**config.mk**
```make
export PLATFORM = sky130hd
export DESIGN_NAME = imem_loader_flat
export DESIGN_NICKNAME = d
export VERILOG_FILES = /design/src/rtl/imem_loader_pkg.sv /design/src/rtl/imem_loader_if.sv /design/src/rtl/imem_loader_timer.sv /design/src/rtl/imem_loader.sv /design/src/flat_wrapper.sv
export SDC_FILE = /design/constraint.sdc
export NUM_CORES = 1
export LEC_CHECK = 0
export CAP_MARGIN = 20
export CORE_ASPECT_RATIO = 0.8
export CORE_MARGIN = 3
export CORE_UTILIZATION = 50
export DETAILED_ROUTE_END_ITERATION = 6
export PLACE_DENSITY = 0.76
export SLEW_MARGIN = 20
export SYNTH_ARGS = -nofsm -noshare
export SYNTH_HDL_FRONTEND = slang
export SYNTH_SLANG_ARGS = --single-unit
```
**constraint.sdc**
```tcl
create_clock -name SYS_clk -period 5.3 [get_ports SYS_clk]
set_clock_uncertainty 0.15 [all_clocks]
set_input_delay 0.795 -clock SYS_clk [delete_from_list [all_inputs] [get_ports SYS_clk]]
set_output_delay 0.795 -clock SYS_clk [all_outputs]
set_load 0.03 [all_outputs]
```
**src/rtl/imem_loader_pkg.sv**
```systemverilog
`default_nettype none
// +--------------------------------------------------------------------------+
// | Module  : imem_loader_pkg                                                |
// | Purpose : Shared constants and state encoding for the IMEM boot loader.  |
// | Ports   : none (package)                                                 |
// | Rev     : 1.0  initial release                                           |
// +--------------------------------------------------------------------------+
package imem_loader_pkg;

  localparam int IMEM_DEPTH  = 64;  // words in the instruction memory
  localparam int IMEM_ADDR_W = 6;   // log2(IMEM_DEPTH)
  localparam int WCNT_W      = 7;   // wide enough to hold IMEM_DEPTH itself

  typedef enum logic [2:0] {
    ST_IDLE  = 3'd0,
    ST_LEN   = 3'd1,
    ST_DATA  = 3'd2,
    ST_CHK   = 3'd3,
    ST_DONE  = 3'd4,
    ST_ERROR = 3'd5
  } state_t;

endpackage
`default_nettype wire

```
**src/rtl/imem_loader_if.sv**
```systemverilog
`default_nettype none
// +--------------------------------------------------------------------------+
// | Module  : imem_loader_if                                                 |
// | Purpose : Bundles the loader's byte-stream input, IMEM write port and    |
// |           boot status signals.                                           |
// | Ports   : slave  = loader side (consumes bytes, drives IMEM/status)      |
// |           master = host side (supplies bytes, observes IMEM/status)      |
// | Rev     : 1.0  initial release                                           |
// +--------------------------------------------------------------------------+
interface imem_loader_if;
  import imem_loader_pkg::*;

  logic              start;
  logic [7:0]        rx_data;
  logic              rx_valid;
  logic              rx_ready;
  logic [31:0]       imem_addr;
  logic [31:0]       imem_data;
  logic              imem_wren;
  logic              cpu_hold;
  logic              load_done;
  logic              load_error;
  logic [WCNT_W-1:0] words_written;

  modport slave (
    input  start, rx_data, rx_valid,
    output rx_ready, imem_addr, imem_data, imem_wren,
           cpu_hold, load_done, load_error, words_written
  );

  modport master (
    output start, rx_data, rx_valid,
    input  rx_ready, imem_addr, imem_data, imem_wren,
           cpu_hold, load_done, load_error, words_written
  );

endinterface
`default_nettype wire

```
**src/rtl/imem_loader_timer.sv**
```systemverilog
`default_nettype none
// +--------------------------------------------------------------------------+
// | Module  : loader_timer                                                   |
// | Purpose : Inactivity counter. Counts enabled cycles since the last       |
// |           clear and flags when the count sits at the limit.              |
// | Ports   : clk, rst   clock / synchronous active-high reset               |
// |           i_clear    zero the count (dominates i_enable)                 |
// |           i_enable   advance the count by one per cycle                  |
// |           i_limit    terminal count                                      |
// |           o_expired  count == i_limit                                    |
// | Rev     : 1.0  initial release                                           |
// +--------------------------------------------------------------------------+
module loader_timer #(
  parameter int W = 20
) (
  input  wire logic         clk,
  input  wire logic         rst,
  input  wire logic         i_clear,
  input  wire logic         i_enable,
  input  wire logic [W-1:0] i_limit,
  output logic              o_expired
);

  logic [W-1:0] r_count;

  // Saturates at the limit so it can never wrap back below it.
  always_ff @(posedge clk) begin
    if (rst || i_clear) begin
      r_count <= '0;
    end else if (i_enable && (r_count != i_limit)) begin
      r_count <= r_count + 1'b1;
    end
  end

  assign o_expired = (r_count == i_limit);

endmodule
`default_nettype wire

```
**src/rtl/imem_loader.sv**
```systemverilog
`default_nettype none
// +--------------------------------------------------------------------------+
// | Module  : imem_loader                                                    |
// | Purpose : Boot loader. Receives a LEN / data / CHK framed byte stream,   |
// |           assembles big-endian words, writes them into IMEM and releases |
// |           the CPU once the XOR checksum of the data bytes matches.       |
// | Ports   : SYS_clk    system clock (rising edge)                          |
// |           SYS_reset  synchronous active-high reset                       |
// |           bus        imem_loader_if.slave: start, rx_data/valid/ready,   |
// |                      imem_addr/data/wren, cpu_hold, load_done,           |
// |                      load_error, words_written                           |
// | Rev     : 1.0  initial release                                           |
// +--------------------------------------------------------------------------+
module imem_loader
  import imem_loader_pkg::*;
#(
  parameter int DEPTH       = IMEM_DEPTH,
  parameter int ADDR_W      = IMEM_ADDR_W,
  parameter int TIMEOUT_CYC = 1000000
) (
  input  wire logic    SYS_clk,
  input  wire logic    SYS_reset,
  imem_loader_if.slave bus
);

  localparam int          TW     = (TIMEOUT_CYC > 1) ? $clog2(TIMEOUT_CYC) : 1;
  localparam logic [TW-1:0] TLIMIT = TW'(TIMEOUT_CYC - 1);

  state_t            r_state;
  logic              r_rx_ready;
  logic              r_wren;
  logic              r_cpu_hold;
  logic              r_done;
  logic              r_err;
  logic [31:0]       r_addr;
  logic [31:0]       r_data;
  logic [23:0]       r_shift;
  logic [1:0]        r_byte_idx;
  logic [7:0]        r_chk;
  logic [ADDR_W-1:0] r_word_idx;
  logic [WCNT_W-1:0] r_len;
  logic [WCNT_W-1:0] r_words;

  logic w_accept;
  logic w_active;
  logic w_expired;
  logic w_len_bad;
  logic w_last_word;
  logic w_to_error;

  assign w_accept    = bus.rx_valid & r_rx_ready;
  assign w_active    = (r_state == ST_LEN) || (r_state == ST_DATA) || (r_state == ST_CHK);
  assign w_len_bad   = (bus.rx_data == 8'd0) || ({24'd0, bus.rx_data} > 32'(DEPTH));
  assign w_last_word = ((r_words + 1'b1) == r_len);

  // Every path into ERROR, gathered in one place. An accepted byte always
  // beats the timeout, so the timeout term requires no acceptance.
  assign w_to_error = w_active && (
                        (!w_accept && w_expired) ||
                        ((r_state == ST_LEN) && w_accept && w_len_bad) ||
                        ((r_state == ST_CHK) && w_accept && (bus.rx_data != r_chk)));

  // Timer only runs while a frame is in flight; it is held at zero otherwise,
  // which also gives the required clear on entry to LEN.
  loader_timer #(
    .W (TW)
  ) u_timer (
    .clk       (SYS_clk),
    .rst       (SYS_reset),
    .i_clear   (w_accept | ~w_active),
    .i_enable  (w_active),
    .i_limit   (TLIMIT),
    .o_expired (w_expired)
  );

  always_ff @(posedge SYS_clk) begin
    if (SYS_reset) begin
      r_state    <= ST_IDLE;
      r_rx_ready <= 1'b0;
      r_wren     <= 1'b0;
      r_cpu_hold <= 1'b1;
      r_done     <= 1'b0;
      r_err      <= 1'b0;
      r_addr     <= '0;
      r_data     <= '0;
      r_shift    <= '0;
      r_byte_idx <= '0;
      r_chk      <= '0;
      r_word_idx <= '0;
      r_len      <= '0;
      r_words    <= '0;
    end else begin
      r_wren <= 1'b0;
      case (r_state)
        ST_IDLE, ST_DONE, ST_ERROR: begin
          if (bus.start) begin
            r_state    <= ST_LEN;
            r_rx_ready <= 1'b1;
            r_cpu_hold <= 1'b1;
            r_done     <= 1'b0;
            r_err      <= 1'b0;
            r_words    <= '0;
            r_chk      <= '0;
            r_word_idx <= '0;
            r_byte_idx <= '0;
          end
        end
        ST_LEN: begin
          if (w_accept) begin
            r_len   <= bus.rx_data[WCNT_W-1:0];
            r_state <= ST_DATA;
          end
        end
        ST_DATA: begin
          if (w_accept) begin
            r_shift    <= {r_shift[15:0], bus.rx_data};
            r_chk      <= r_chk ^ bus.rx_data;
            r_byte_idx <= r_byte_idx + 1'b1;
            if (r_byte_idx == 2'd3) begin
              // Word complete: the write is presented in the following cycle.
              r_wren  <= 1'b1;
              r_addr  <= 32'(r_word_idx);
              r_data  <= {r_shift, bus.rx_data};
              r_words <= r_words + 1'b1;
              if (w_last_word) begin
                r_state <= ST_CHK;
              end else begin
                r_word_idx <= r_word_idx + 1'b1;
              end
            end
          end
        end
        ST_CHK: begin
          if (w_accept) begin
            r_state    <= ST_DONE;
            r_rx_ready <= 1'b0;
            r_cpu_hold <= 1'b0;
            r_done     <= 1'b1;
          end
        end
        default: begin
          r_state    <= ST_IDLE;
          r_rx_ready <= 1'b0;
        end
      endcase

      // Overrides the success transitions above.
      if (w_to_error) begin
        r_state    <= ST_ERROR;
        r_rx_ready <= 1'b0;
        r_cpu_hold <= 1'b1;
        r_done     <= 1'b0;
        r_err      <= 1'b1;
      end
    end
  end

  assign bus.rx_ready      = r_rx_ready;
  assign bus.imem_addr     = r_addr;
  assign bus.imem_data     = r_data;
  // A reset arriving in the write cycle cancels that write immediately.
  assign bus.imem_wren     = r_wren & ~SYS_reset;
  assign bus.cpu_hold      = r_cpu_hold;
  assign bus.load_done     = r_done;
  assign bus.load_error    = r_err;
  assign bus.words_written = r_words;

endmodule
`default_nettype wire

```
**src/flat_wrapper.sv**
```systemverilog
// flat-port wrapper written by rule: the top's interface ports become plain ports
module imem_loader_flat import imem_loader_pkg::*;
#(
  parameter int DEPTH       = IMEM_DEPTH,
  parameter int ADDR_W      = IMEM_ADDR_W,
  parameter int TIMEOUT_CYC = 1000000
)
  (SYS_clk, SYS_reset, bus_start, bus_rx_data, bus_rx_valid, bus_rx_ready, bus_imem_addr, bus_imem_data, bus_imem_wren, bus_cpu_hold, bus_load_done, bus_load_error, bus_words_written);
  imem_loader_if bus_i ();
  input  wire logic SYS_clk;
  input  wire logic SYS_reset;
  input wire logic [$bits(bus_i.start)-1:0] bus_start;
  input wire logic [$bits(bus_i.rx_data)-1:0] bus_rx_data;
  input wire logic [$bits(bus_i.rx_valid)-1:0] bus_rx_valid;
  output wire logic [$bits(bus_i.rx_ready)-1:0] bus_rx_ready;
  output wire logic [$bits(bus_i.imem_addr)-1:0] bus_imem_addr;
  output wire logic [$bits(bus_i.imem_data)-1:0] bus_imem_data;
  output wire logic [$bits(bus_i.imem_wren)-1:0] bus_imem_wren;
  output wire logic [$bits(bus_i.cpu_hold)-1:0] bus_cpu_hold;
  output wire logic [$bits(bus_i.load_done)-1:0] bus_load_done;
  output wire logic [$bits(bus_i.load_error)-1:0] bus_load_error;
  output wire logic [$bits(bus_i.words_written)-1:0] bus_words_written;
  assign bus_i.start = bus_start;
  assign bus_i.rx_data = bus_rx_data;
  assign bus_i.rx_valid = bus_rx_valid;
  assign bus_rx_ready = bus_i.rx_ready;
  assign bus_imem_addr = bus_i.imem_addr;
  assign bus_imem_data = bus_i.imem_data;
  assign bus_imem_wren = bus_i.imem_wren;
  assign bus_cpu_hold = bus_i.cpu_hold;
  assign bus_load_done = bus_i.load_done;
  assign bus_load_error = bus_i.load_error;
  assign bus_words_written = bus_i.words_written;
  imem_loader #(.DEPTH(DEPTH), .ADDR_W(ADDR_W), .TIMEOUT_CYC(TIMEOUT_CYC)) u_core (.SYS_clk(SYS_clk), .SYS_reset(SYS_reset), .bus(bus_i));
endmodule
```
==> impl_metrics.yaml <==
floorplanning:
  core_region_area_sq_um: 9970
  fp.dieH_microns: 97.9
  die-area_sq_um: 11800
  initial_utilization_pct: 52.9
  rows: 32
  die_w_microns: 121
  pin_count: 88
timing:
  grt_setup_unrepaired: "false"
  period_needed_ps: 2920
  slew_headroom_pct: 33.7
  fin_crit_sh_pct: 55.1
  final-max-slew-violation-count: 0
  hold_violations: 0
  finalSetupTns_ps: 0
  clock.fmax_mhz: 342
  worst_pin_slew_ps: 994
  setup_viol: 0
synth:
  synthFlopType: "dfxtp_1"
  netlist_top_cells_area: "dfxtp_1 46%, nand2_1 11%, a21oi_1 8.5%"
  syn_area_sq_um: 5280
  ys_top_cells_by_count: "159 x nand2_1, 120 x dfxtp_1, 90 x a21oi_1"
  synth_top_area_share_pct: 45.5
  yosys.cell_types.count: 54
  synth-seq-cells: 120
  synth_top_area_cell: "dfxtp_1"
  yosysMostFrequentCell: "nand2_1"
  syn_avg_cell_area_sq_um: 7.97
  synth_cells: 662
  synthArstFlopShare_pct: 0
  yosysWarnings: 0
  synth_edf_count: 0
  yosysSeqAreaShare_pct: 45.5
detailed_routing:
  wl_met1_mm: 5.66
  ant_nets: 0
  totalWireLength_mm: 12.2
  vias: 4592
  wl_per_cell_microns: 14.3
  top_layer: "met4"
  drt_iter0_markers: 345
  drc_errors: 0
  vias_per_cell: 5.36
  wl_met3_microns: 699
  dr.pass1.iters: 5
  wl_met2_mm: 5.60
layout:
  antenna_cells: 0
  nets: 724
  fill_cells: 789
  multi_input_area_sq_um: 2630
  final_cells: 857
  regArea_sq_um: 2400
  drive_gt1_share_pct: 6.93
  final_util_pct: 65.2
  area_delta_synth_final_pct: 23.1
cts:
  tritoncts: "done"
  cts_sinks: 120
  cts_resized: 0
  clk_pin_slew_ps: 60
  cts_setup_buffers: 0
  root_buffer: "clkbuf_16"
  cts_buffers: 17
  htree_levels: 4
  cts_hold_buffers: 0
  clockBufferDepth: 2
  worst_skew_pair.late_latency_ps: 420
worst_setup_path:
  crit_arrival_ps: 3080
  critPathCaptureType: "register"
  worstPathRequired_ps: 5460
  crit_fanout: 8
  crit_type: "reg -> reg"
  critPathLaunchType: "register"
grt:
  gr-total-overflow: 0
  grt_pass1_vias: 4245
  grt_pass1_wl_mm: 20.0
  grt_max_degree: 99
  antenna_found_initial: 0
  gr-usage-all-layers_pct: 20.8
pwr:
  leakagePower_uw: 0.00231
  vdd_drop_max_v: 0.000206
  p_total_uw: 2350
  p_per_area_nw_per_um2: 362
hold_path:
  hold_class: "reg -> reg"
outcome:
  status: "completed"
run:
  drv_cap: 0
place:
  placedCellCount: 825
  hpwl_mm: 7.81
  routabilityCongestion: 0.833
  io_buffers: 61
==> metal layers <==
layer  up-vias  track usage [%]
met5         -                0
met4         0             9.49
met3        27             5.21
met2       141             31.4
met1      2162             28.2
li1       2262                -
==> cells in the final DEF, fill, tap and decap left out, types with 9 or more instances in the layout <==
cell type and n:
clkbuf_16 17, xnor2_1 12, nor2_1 61, nand4_1 10
clkdlybuf4s50_1 60, o21ai_0 19, dfxtp_1 120, mux2i_1 10
nand2_1 158, nand3_1 14, a21oi_1 90, xor2_1 22
conb_1 26, or3_1 9
==> flip-flops by register name (all words and copies together), names as in the netlist <==
signal / cells
u_core.bus.imem_data: 32
u_core.r_shift: 24
u_core.u_timer.r_count: 20
u_core.r_chk: 8
u_core.bus.words_written: 7
u_core.r_len: 7
u_core.bus.imem_addr: 6
u_core.r_word_idx: 6
u_core.r_state: 3
u_core.r_byte_idx: 2
u_core.bus.cpu_hold: 1
u_core.bus.load_done: 1
u_core.bus.load_error: 1
u_core.bus.rx_ready: 1
u_core.r_wren: 1
==> cell type report <==
cell class | instances | share of cell area [%]
Inverter | 4 | 0.231
Clock buffer | 19 | 6.66
Tap cell | 136 | 2.62
Multi-Input combinational cell | 500 | 40.4
Clock inverter | 13 | 3.31
Timing Repair Buffer | 65 | 9.78
Sequential cell | 120 | 37.0
==> power by group <==
group	total (uW)	switching (uW)	internal (uW)	leakage (uW)
clock	1270	427	841	0.000313
sequential	922	12.2	910	0.000967
combinational	160	115	44.9	0.00103
total	2350	555	1800	0.00231
==> cells by family after synthesis <==
| logic type | share of synthesized area, % |
|---|---|
| flip-flops | 45.5 |
| XOR/XNOR | 6.26 |
| multiplexers | 2.11 |
| adder cells (fa/ha/maj) | 0.948 |
| AND/OR/NAND/NOR | 25.4 |
| other | 0.0710 |
| AO/OA/AOI/OAI | 13.1 |
| buffers and inverters | 6.66 |
==> worst paths after layout <==
path | start | endpoint | slack (ps) | cells past startpoint
setup / recovery | u_core.bus.words_written[0] | u_core.r_state[0] | 2380 | 8
hold / removal | u_core.bus.imem_addr[3] | u_core.bus.imem_addr[3] | 300 | 2
setup reg to reg | u_core.bus.words_written[0] | u_core.r_state[0] | 2380 | 8
hold reg to reg | u_core.bus.imem_addr[3] | u_core.bus.imem_addr[3] | 300 | 2
==> through the flow <==
stage               setup slack (ps)  area (sq um)  hold WS (ps)
detailed placement              1810          5850           296
global route                    2190          6500           325
CTS                             2170          6490           306
floorplan                       2610          5370           282
global placement                1920          5850           294
finish                          2380          6500           302
==> worst max-delay path: stages, from the launching register on <==
cell and delay, ps:
dfxtp_1 490, ha_1 340, and3_1 240, nand3_1 180, xnor2_2 210, nor4_4 510
a21oi_1 130, a211o_1 240, a222oi_1 320
No activity file was read; power rests on OpenSTA's default activity.
